**src/rtl/maxpool2x2_stream.sv**
```systemverilog
`default_nettype none
// ============================================================================
// Module      : maxpool2x2_stream
// Description : Streaming 2x2 / stride-2 signed max-pooling over a raster
//               feature map, valid/ready on both sides.
// Revision    : 1.0 - initial release
// ============================================================================
module maxpool2x2_stream #(
    parameter int DATA_WIDTH = 8,
    parameter int IMG_WIDTH  = 8,
    parameter int IMG_HEIGHT = 8
) (
    input  logic                         clk,
    input  logic                         rst,
    input  logic                         in_valid,
    input  logic signed [DATA_WIDTH-1:0] in_data,
    output logic                         in_ready,
    output logic                         out_valid,
    output logic signed [DATA_WIDTH-1:0] out_data,
    input  logic                         out_ready,
    output logic                         out_last
);

    localparam int c_CW   = $clog2(IMG_WIDTH);
    localparam int c_RW   = $clog2(IMG_HEIGHT);
    localparam int c_HALF = IMG_WIDTH / 2;
    localparam int c_IW   = (c_HALF > 1) ? $clog2(c_HALF) : 1;

    localparam logic [c_CW-1:0] c_COL_LAST = c_CW'(IMG_WIDTH - 1);
    localparam logic [c_RW-1:0] c_ROW_LAST = c_RW'(IMG_HEIGHT - 1);

    logic [c_CW-1:0]              r_col;
    logic [c_RW-1:0]              r_row;
    logic signed [DATA_WIDTH-1:0] r_hreg;
    logic signed [DATA_WIDTH-1:0] r_linebuf [c_HALF];
    logic                         r_out_valid;
    logic signed [DATA_WIDTH-1:0] r_out_data;
    logic                         r_out_last;

    logic                         w_accept;
    logic [c_IW-1:0]              w_idx;
    logic signed [DATA_WIDTH-1:0] w_pmax;
    logic signed [DATA_WIDTH-1:0] w_lb;
    logic signed [DATA_WIDTH-1:0] w_wmax;
    logic                         w_win_done;
    logic                         w_frame_end;

    assign in_ready  = !r_out_valid || out_ready;
    assign out_valid = r_out_valid;
    assign out_data  = r_out_data;
    assign out_last  = r_out_last;

    assign w_accept    = in_valid && in_ready;
    assign w_idx       = c_IW'(r_col >> 1);
    assign w_win_done  = w_accept && r_col[0] && r_row[0];
    assign w_frame_end = (r_row == c_ROW_LAST) && (r_col == c_COL_LAST);

    always_comb begin
        w_lb   = r_linebuf[w_idx];
        w_pmax = (in_data > r_hreg) ? in_data : r_hreg;
        w_wmax = (w_pmax > w_lb) ? w_pmax : w_lb;
    end

    // Raster position and the even-column half of the horizontal pair.
    always_ff @(posedge clk or posedge rst) begin
        if (rst) begin
            r_col  <= '0;
            r_row  <= '0;
            r_hreg <= '0;
        end else if (w_accept) begin
            if (!r_col[0]) begin
                r_hreg <= in_data;
            end
            if (r_col == c_COL_LAST) begin
                r_col <= '0;
                r_row <= (r_row == c_ROW_LAST) ? '0 : r_row + 1'b1;
            end else begin
                r_col <= r_col + 1'b1;
            end
        end
    end

    // Top-row pair maxima wait here for the matching bottom row; no reset needed.
    always_ff @(posedge clk) begin
        if (w_accept && r_col[0] && !r_row[0]) begin
            r_linebuf[w_idx] <= w_pmax;
        end
    end

    always_ff @(posedge clk or posedge rst) begin
        if (rst) begin
            r_out_valid <= 1'b0;
            r_out_data  <= '0;
            r_out_last  <= 1'b0;
        end else if (w_win_done) begin
            r_out_valid <= 1'b1;
            r_out_data  <= w_wmax;
            r_out_last  <= w_frame_end;
        end else if (r_out_valid && out_ready) begin
            r_out_valid <= 1'b0;
            r_out_last  <= 1'b0;
        end
    end

endmodule
`default_nettype wire
```
**config.mk**
```make
export PLATFORM = sky130hd
export DESIGN_NAME = maxpool2x2_stream
export DESIGN_NICKNAME = d
export VERILOG_FILES = /design/src/rtl/maxpool2x2_stream.sv
export SDC_FILE = /design/constraint.sdc
export NUM_CORES = 1
export LEC_CHECK = 0
export CAP_MARGIN = 0
export CORE_MARGIN = 2
export CORE_UTILIZATION = 45
export CTS_BUF_LIST = sky130_fd_sc_hd__clkbuf_8
export DETAILED_ROUTE_END_ITERATION = 7
export PLACE_DENSITY = 0.67
export SYNTH_ARGS = -nofsm -noshare
export SYNTH_HDL_FRONTEND = slang
export SYNTH_SLANG_ARGS = --single-unit
```
**constraint.sdc**
```tcl
create_clock -name clk -period 3.2 [get_ports clk]
set_input_delay 0.64 -clock clk [delete_from_list [all_inputs] [get_ports clk]]
set_output_delay 0.64 -clock clk [all_outputs]
set_load 0.02 [all_outputs]
```
==> results.md, run 1 <==
- Outcome: finished, violations left
- Violated checks: negative setup slack
- DR vias: 1,958
- Register bit count reported by yosys: 56
- Top cell type's share of synthesized area: 34.8%
- Hpwl dp: 4420 µm
- Area leader, netlist: edfxtp_1
- Die Y: 82.3 µm
- DR WL/cell: 17.3 µm
- WL met3: 177 µm
- # Max-Cap Violations: 0
- Synth top cells by count: 32 x edfxtp_1, 24 x dfrtp_1, 24 x nand2_1, 20 x ha_1, 18 x inv_1
- Gr ovfl total: 0
- Bufs and invs on worst path: 2
- Top Ports: 23
- Power, Total: 3.90 mW
- Final setup viols: 8
- RSZ-0062 raised after global routing: yes
- DRT antenna net count: 0
- Sequential area share after synthesis: 56.5%
- Synthesized area: 2760 µm²
- CTS Buf Count: 5
- Post-Syn Instances: 211
- Worst path top cell family by delay: compound AO/OA/AOI/OAI gates
- # H-tree levels: 2
- Slew of the pin with the lowest slew margin: 993 ps
- Max-slew violation count: 0
- Clk_skew: 7.33 ps
- Crit path arrival time: 3550 ps
- Hold Vio Cnt, Final: 0
- Sink Count: 56
- Pre-CTS setup slack: -807 ps
- Top Metal Used: met4
- Seq. cell area: 1560 µm²
- Leakage: 1.62 nW
- # fillers: 458
- NumNets Final: 311
- Synth unique cells: 38
- Area of the multi-input gates: 1410 µm²
- WS Path Type: in -> reg
- Core ar.: 5920 µm²
- Top-count cell post-synth: edfxtp_1
- Worst-path fanout max: 8
- Top FF cell, synth: edfxtp_1
- Die area: 6780 µm²
- GPL Wtd Cong: 0.758
- Clk pin slew, worst setup/hold paths: 100 ps
- Tcrit/Tclk final: 105%
- CP max-delay cell: mux2_4
- Number of diodes: 0
- Syn Nets: 243
- Vias in the first global route: 1,959
- Wire length on met2: 3170 µm
- CTS Buffer Depth: 2
- Slew margin rel.: 33.7%
- First-pass GRT wire length: 9910 µm
- IO Port Bufs: 22
- Worst setup margin: -156 ps
- Routed WL: 6160 µm
- Dominant cells by area after synthesis: edfxtp_1 35%, dfrtp_1 22%, ha_1 9.1%, mux4_2 5.7%, mux2_2 3.7%
- Crit-path cells: clkdlybuf4s15_2 > ha_4 > nand2_2 > o32ai_2 > a31oi_2 > a21oi_4 > buf_12 > mux2_4 > ha_4 > a21o_1 > a211oi_2 > o221a_4 > nor2_4 > a221o_1
- Non-Filler Instances: 355
- GRT Total Usage: 19.9%
- Ys async rst share: 42.9%
- Drt pass-1 iters: 4
- DR DRC count: 0
- TritonCTS clock tree: built
- Avg Cell Area, Syn: 13.1 µm²
- Row Count: 28
- Area Growth Syn to Fin: 38.1%
- Hold Crit Class: reg -> reg
- Critical Path Start Type: input pin
- CP peak stage delay: 330 ps
- Initial Util: 46.6%
- Post-synth EDFFs: 32
- Most frequent CP cell: ha_4
- Max VDD drop: 569 µV
- Clock root cell: clkbuf_8
- Placed insts: 331
- FMAX: 298 MHz
- YS warnings: 0
- CP Data Required Time: 3390 ps
- Worst skew pair latency: 300 ps
- Setup TNS: -1020 ps
- Share of layout cells above drive strength 1: 40.4%
- Initial antenna violation count: 0
- Pwr/cell area: 1020 nW/µm²
- Largest net degree at the start of global routing: 25
- Die X-Extent: 82.3 µm
- Critical Path End Type: flop
- Hold Buf Count CTS: 0
- Minimum clock period: 3360 ps
- Vias/cell: 5.52
- DR iter-0 viols: 140
- M1 WL: 2710 µm
==> where the power goes <==
group          leakage [nW]  switching (mW)  internal, mW  total [mW]
sequential            0.593           0.142          1.00        1.15
clock                0.0593           0.220         0.229       0.449
combinational         0.965            1.04          1.26        2.30
total                  1.62            1.40          2.49        3.90
==> layout make-up <==
class	instances	area share [%]
multi-input combinational	132	37.0
inverter	18	1.84
timing repair buffer	66	14.9
tap	75	2.46
sequential	56	41.0
clock buffer	5	1.81
clock inverter	3	1.02
==> path summary, 6_finish.rpt <==
| path | startpoint | end | slack (ps) | cells after the start |
|---|---|---|---|---|
| hold reg to reg | r_row[2] | r_row[2] | 520 | 1 |
| hold / removal | r_row[2] | r_row[2] | 520 | 1 |
| min in group asynchronous | rst | r_hreg[0] | 860 | 2 |
| max in group asynchronous | rst | out_data[0] | 1740 | 2 |
| setup / recovery | in_data[2] | out_data[5] | -160 | 14 |
| setup reg to reg | r_hreg[7] | out_data[5] | -90 | 14 |
==> placed cells by master, fill, tap and decap left out, types with 7 or more instances in the layout <==
cell type        Yosys  layout
clkdlybuf4s50_1      0      14
ha_4                 0      16
and3_1               9       9
edfxtp_1            32      32
buf_4                1      42
dfrtp_1             24      24
o21ai_0              9       9
mux4_2               7       7
mux2_4               4       8
nand2_1             24      23
inv_1               18      16
==> layer usage <==
layer,up-vias,GRT usage (%)
met5,-,0
met3,10,3.91
met2,36,34.0
met1,987,25.5
met4,0,6.33
li1,925,-
==> registers in the layout (all words and copies together) (netlist names) <==
register	count
r_hreg	8
r_row	3
out_last	1
r_linebuf	32
out_valid	1
r_col	3
out_data	8
==> stage by stage <==
step | hold slack [ps] | instance area [µm²] | utilization (%)
final | 520 | 3810 | 64.4
after detailed placement | 499 | 3460 | 58.5
after global routing | 531 | 3810 | 64.4
after floorplan | 483 | 2950 | -
after global placement | 489 | 3460 | 58.5
after CTS | 522 | 3770 | 63.7
==> logic make-up (layout without fill, tap and decap cells) <==
group,Yosys count,in the layout,share of synthesized area (%)
fa+ha+maj,20,20,9.06
mux,21,21,11.9
flops,56,56,56.5
simple gates,56,56,9.79
compound gates,34,35,9.24
buf+inv,24,92,3.44
==> what timing repair did <==
item	CTS	global route
gates cloned	2	0
resized for setup	50	4
setup buffers	10	4
endpoints found under the setup margin	8	8
pin swaps	14	9
Power figures use the tool's default switching activity.
==> run 2: changes to the inputs <==
CORE_UTILIZATION = 35   (was 45)
PLACE_DENSITY = default   (was 0.67)
==> run 2 against run 1 <==
The flow still finishes with violations (negative setup slack); die area rose by 27%; highest routed layer unchanged; sequential power barely moved; global-route usage down 4.8 points; critical endpoint is now out_data[0]; core utilization shrank 16 points.
==> results.md, run 2 (same netlist as run 1, synthesis figures left out) <==
- Outcome: finished, violations left
- Violated checks: negative setup slack
- Worst Hold End: out_last
- FMAX: 304 MHz (+2.0%)
- Largest register FFs: 32 (unchanged)
- Hpwl dp: 4330 µm (-2.2%)
- Largest Register: r_linebuf
- CTS Buffer Depth: 2 (unchanged)
- First-pass GRT wire length: 9940 µm (+0.28%)
- Most frequent cells in the layout: 33 x buf_4, 32 x edfxtp_1, 24 x nand2_1, 24 x dfrtp_1, 16 x ha_4
- Worst Reg-to-Reg Cells: 15 (+1)
- Critical Path Start Type: input pin
- WS Path Type: in -> reg
- Worst-path fanout max: 8 (unchanged)
- Slew margin rel.: 56.3% (+23 points)
- Vias/cell: 4.94 (-10%)
- Leakage: 1.56 nW (-3.7%)
- DR DRC count: 0 (unchanged)
- Clk_skew: 8.25 ps (+0.917 ps)
- Area Growth Syn to Fin: 35.8%
- Share of layout cells above drive strength 1: 38.2% (-2.1 points)
- Number of diodes: 0 (unchanged)
- M1 WL: 2840 µm (+5.0%)
- Slew of the pin with the lowest slew margin: 656 ps (-337 ps)
- DR iter-0 viols: 51 (-64%)
- Clk pin slew, worst setup/hold paths: 90 ps (about the same)
- Top Metal Used: met4
- Final setup viols: 7 (-1)
- CTS Buf Count: 5 (unchanged)
- Fin area: 3750 µm² (-1.7%)
- GRT Total Usage: 15.1% (-4.8 points)
- Critical Path End Type: flop
- Gr ovfl total: 0 (unchanged)
- Power, Total: 3.69 mW (-5.4%)
- DRT antenna net count: 0 (unchanged)
- Pwr/cell area: 984 nW/µm² (-3.8%)
- Die X-Extent: 92.8 µm (+13%)
- Hold Vio Cnt, Final: 0 (unchanged)
- Row Count: 32 (+14%)
- Crit path arrival time: 3480 ps (-70 ps)
- Top Ports: 23 (unchanged)
- DR vias: 1,848 (-5.6%)
- # Max-Cap Violations: 0 (unchanged)
- Max-slew violation count: 0 (unchanged)
- Tcrit/Tclk final: 103% (-2.0 points)
- Non-Filler Instances: 374 (+5.4%)
- Die Y: 92.8 µm (+13%)
- Worst skew pair latency: 300 ps (about the same)
- R2R setup slack: -70 ps (+20 ps)
- Placed insts: 356 (+7.6%)
- Hold Crit Depth: 2 (+1)
- NumNets Final: 303 (-2.6%)
- CP Data Required Time: 3390 ps (about the same)
- TritonCTS clock tree: built
- GPL Wtd Cong: 0.755 (-0.51%)
- Initial Util: 35.9% (-11 points)
- Reg-to-Reg Start: r_hreg[6]
- Hold Crit Class: reg -> reg
- Initial antenna violation count: 0 (unchanged)
- DR WL/cell: 16.3 µm (-6.2%)
- # H-tree levels: 2 (unchanged)
- Largest net degree at the start of global routing: 25 (unchanged)
- Core ar.: 7690 µm² (+30%)
- Max VDD drop: 420 µV (-26%)
- Commonest non-fill, non-tap cell in the layout: buf_4
- Vias in the first global route: 1,924 (-1.8%)
- Clock root cell: clkbuf_8
- IO Port Bufs: 22 (unchanged)
- Routed WL: 6080 µm (-1.2%)
- DP Area: 3480 µm² (+0.54%)
- Drt pass-1 iters: 4 (unchanged)
- Wire length on met2: 2900 µm (-8.5%)
- RSZ-0062 raised after global routing: yes
- Util after Layout: 48.8% (-16 points)
- Worst setup margin: -90.0 ps (+65.5 ps)
- Sink Count: 56 (unchanged)
- WL met3: 215 µm (+21%)
- Die area: 8620 µm² (+27%)
- Hold_sp: out_last
- RR Endpoint: out_data[0]
- Minimum clock period: 3290 ps (-65.5 ps)
## run 2: critical path, cell delays in order
cell      delay [ps]
buf_2            120
ha_4             270
nand2_1           60
o32ai_2          270
a31oi_2           80
a21oi_4          150
buf_12           130
buf_8            110
mux2_4           320
ha_4             290
nand3_4           80
o211ai_1         270
o221a_4          280
nor2_4            60
a221o_1          330
## run 2: metrics by stage
step                      hold slack [ps]  TNS [ps]  worst slack [ps]
after floorplan                       483      -742              -118
after global placement                488     -5920              -761
after detailed placement              487     -6260              -813
after CTS                             512      -811              -150
after global routing                  549     -1480              -216
final                                 507      -524             -90.0
## run 2: final cells by class
class | count | area, µm²
clock buffer | 6 | 82.6
clock inverter | 2 | 7.51
fill | 703 | 3940
inverter | 18 | 70.1
multi-input combinational | 132 | 1400
sequential | 56 | 1560
tap | 102 | 128
timing repair buffer | 58 | 503
## run 2: worst max path at each step
stage | to | start | cells past startpoint
after floorplan | out_data[0] | in_data[6] | 12
after global placement | out_data[0] | in_data[0] | 16
after detailed placement | out_data[7] | in_data[0] | 15
after CTS | out_data[1] | r_hreg[7] | 16
after global routing | out_data[7] | r_hreg[4] | 15
final | out_data[0] | in_data[1] | 15
## run 2: report_power, final
group / switching [mW] / internal [mW] / leakage (nW) / total (mW)
Sequential: 0.153 / 1.00 / 0.593 / 1.16
Combinational: 1.01 / 1.14 / 0.915 / 2.15
Clock: 0.216 / 0.171 / 0.0500 / 0.387
## run 2: routing by layer
metal,GRT usage [%],vias up
li1,-,906
met1,20.2,896
met2,24.9,37
met3,2.36,9
met4,5.27,0
met5,0,-
## run 2: what timing repair did
item                       CTS  global route
gates cloned                 1             0
gates resized for setup     56             4
setup buffers                7             2
hold buffers                 0             0
pin swaps                   25            14
setup endpoints to repair    8             8
==> run 3: changes to the inputs <==
GPL_TIMING_DRIVEN = 0   (was default)
==> run 3 against run 2 <==
The run still ends with negative setup slack left; fmax fell by 1.5%; largest power group unchanged; flip-flop and latch count unchanged; setup slack got worse by 51 ps; critical path type unchanged.
==> results.md, run 3 (same netlist as run 1, synthesis figures left out) <==
- NumNets Final: 293 (-3.3%)
- RSZ-0062 raised after global routing: yes
- Drt pass-1 iters: 4 (unchanged)
- Crit-path cells: buf_4 > inv_4 > ha_4 > nand2_1 > o32ai_2 > a31oi_2 > a21oi_4 > buf_12 > mux2_4 > ha_4 > nand3b_1 > a21oi_2 > a211oi_2 > o221a_4 > buf_6 > and3_4 > a221o_1
- Pre-CTS setup slack: -1060 ps (-246 ps)
- Max-slew violation count: 0 (unchanged)
- Clk pin slew, worst setup/hold paths: 100 ps (about the same)
- Outcome: finished, violations left
- Worst path top cell family by delay: compound AO/OA/AOI/OAI gates
- CP Data Required Time: 3410 ps (+20 ps)
- # Max-Cap Violations: 0 (unchanged)
- Top Ports: 23 (unchanged)
- Commonest non-fill, non-tap cell in the layout: edfxtp_1
- DRT antenna net count: 0 (unchanged)
- Initial Util: 35.9% (unchanged)
- Vias/cell: 4.98 (+0.80%)
- CTS Buffer Depth: 2 (unchanged)
- Final setup viols: 8 (+1)
- Most frequent cells in the layout: 32 x edfxtp_1, 24 x dfrtp_1, 23 x nand2_1
- Crit path arrival time: 3550 ps (+70 ps)
- Die area: 8620 µm² (unchanged)
- Worst Reg-to-Reg Cells: 15 (unchanged)
- Hold Vio Cnt, Final: 0 (unchanged)
- FMAX: 299 MHz (-1.5%)
- DR WL/cell: 16.1 µm (-1.1%)
- Hold Buf Count CTS: 0 (unchanged)
- Share of layout cells above drive strength 1: 37.0% (-1.2 points)
- GRT Total Usage: 14.7% (-0.42 points)
- Largest net degree at the start of global routing: 25 (unchanged)
- Row Count: 32 (unchanged)
- Minimum clock period: 3340 ps (+51.0 ps)
- Leakage: 1.51 nW (-2.9%)
- Bufs and invs on worst path: 4 (+1)
- Number of diodes: 0 (unchanged)
- Max VDD drop: 583 µV (+39%)
- Area Growth Syn to Fin: 35.7% (about the same)
- Placed insts: 337 (-5.3%)
- Slew of the pin with the lowest slew margin: 950 ps (+294 ps)
- Gr ovfl total: 0 (unchanged)
- Pwr/cell area: 1030 nW/µm² (+4.4%)
- GPL Wtd Cong: 0.743 (-1.5%)
- TritonCTS clock tree: built
- Vias in the first global route: 1,876 (-2.5%)
- Die X-Extent: 92.8 µm (unchanged)
- Core ar.: 7690 µm² (unchanged)
- Largest register FFs: 32 (unchanged)
- Worst skew pair latency: 320 ps (+20 ps)
- Levels on crit path: 17 (+2)
- DR vias: 1,813 (-1.9%)
- DR iter-0 viols: 105 (+110%)
- Clock root cell: clkbuf_8
- Largest Register: r_linebuf
- IO Port Bufs: 22 (unchanged)
- Violated checks: negative setup slack
- # H-tree levels: 2 (unchanged)
- Routed WL: 5850 µm (-3.8%)
- CP max-delay cell: mux2_4
- Power, Total: 3.85 mW (+4.3%)
- CTS Buf Count: 5 (unchanged)
- Sink Count: 56 (unchanged)
- Critical Path Start Type: input pin
- Slew margin rel.: 36.6% (-20 points)
- First-pass GRT wire length: 9450 µm (-4.9%)
- Worst setup margin: -141 ps (-51.0 ps)
- Hold Crit Depth: 1 (-1)
- WS Path Type: in -> reg
- Worst-path fanout max: 5 (-3)
- DR DRC count: 0 (unchanged)
- Die Y: 92.8 µm (unchanged)
- Critical Path End Type: flop
- Hold Crit Class: reg -> reg
- Hpwl dp: 4040 µm (-6.6%)
- Initial antenna violation count: 0 (unchanged)
- Clk_skew: 17.1 ps (+8.86 ps)
- Hold slack: 515 ps (+8.59 ps)
- Non-Filler Instances: 364 (-2.7%)
- Most frequent CP cell: ha_4
- CP peak stage delay: 330 ps (about the same)
- Tcrit/Tclk final: 104% (+1.6 points)
-- run 3: changes by cell type in the layout (fill, tap and decap cells not counted), sizes merged --
cell,delta
buf,-14
clkbuf,+3
bufinv,+1
clkinv,+1
inv,-1
-- run 3: what timing repair did --
| action | 4_1_cts | 5_1_grt |
|---|---|---|
| buffers inserted | 15 | 2 |
| setup endpoints to repair | 8 | 8 |
| gates resized for setup | 59 | 10 |
| pin swaps | 21 | 9 |
| cloned | 2 | 0 |
-- run 3: worst paths after layout --
| path | startpoint | slack [ps] | to |
|---|---|---|---|
| max in group asynchronous | rst | 1780 | r_hreg[2] |
| hold / removal | out_data[2] | 520 | out_data[2] |
| min in group asynchronous | rst | 830 | r_col[0] |
| setup reg to reg | r_hreg[0] | -120 | out_data[5] |
| hold reg to reg | out_data[2] | 520 | out_data[2] |
| setup / recovery | in_data[0] | -140 | out_data[5] |
-- run 3: stage by stage --
stage / instance area [µm²] / util, % / setup TNS (ps)
final: 3750 / 48.7 / -911
after global routing: 3750 / 48.7 / -1940
after CTS: 3670 / 47.7 / -1050
after detailed placement: 3320 / 43.2 / -8190
after global placement: 3290 / 42.9 / -15540
after floorplan: 2950 / - / -742
-- run 3: layer usage --
layer	GRT usage, %	wire, µm	vias up
li1	-	-	892
met3	2.60	172	9
met5	0	0	-
met4	5.15	95	0
met1	19.7	2820	874
met2	23.9	2770	38
-- run 3: report_power, final --
part           internal, mW  switching, mW
clock                 0.228          0.226
combinational          1.19           1.09
sequential             1.01          0.113
-- run 3: layout make-up --
cell class                 instances  area (µm²)
fill                             675        3940
tap                              102         128
inverter                          18        70.1
timing repair buffer              42         414
multi-input combinational        132        1440
clock inverter                     3        37.5
buffer                             6        27.5
clock buffer                       5        68.8
sequential                        56        1560
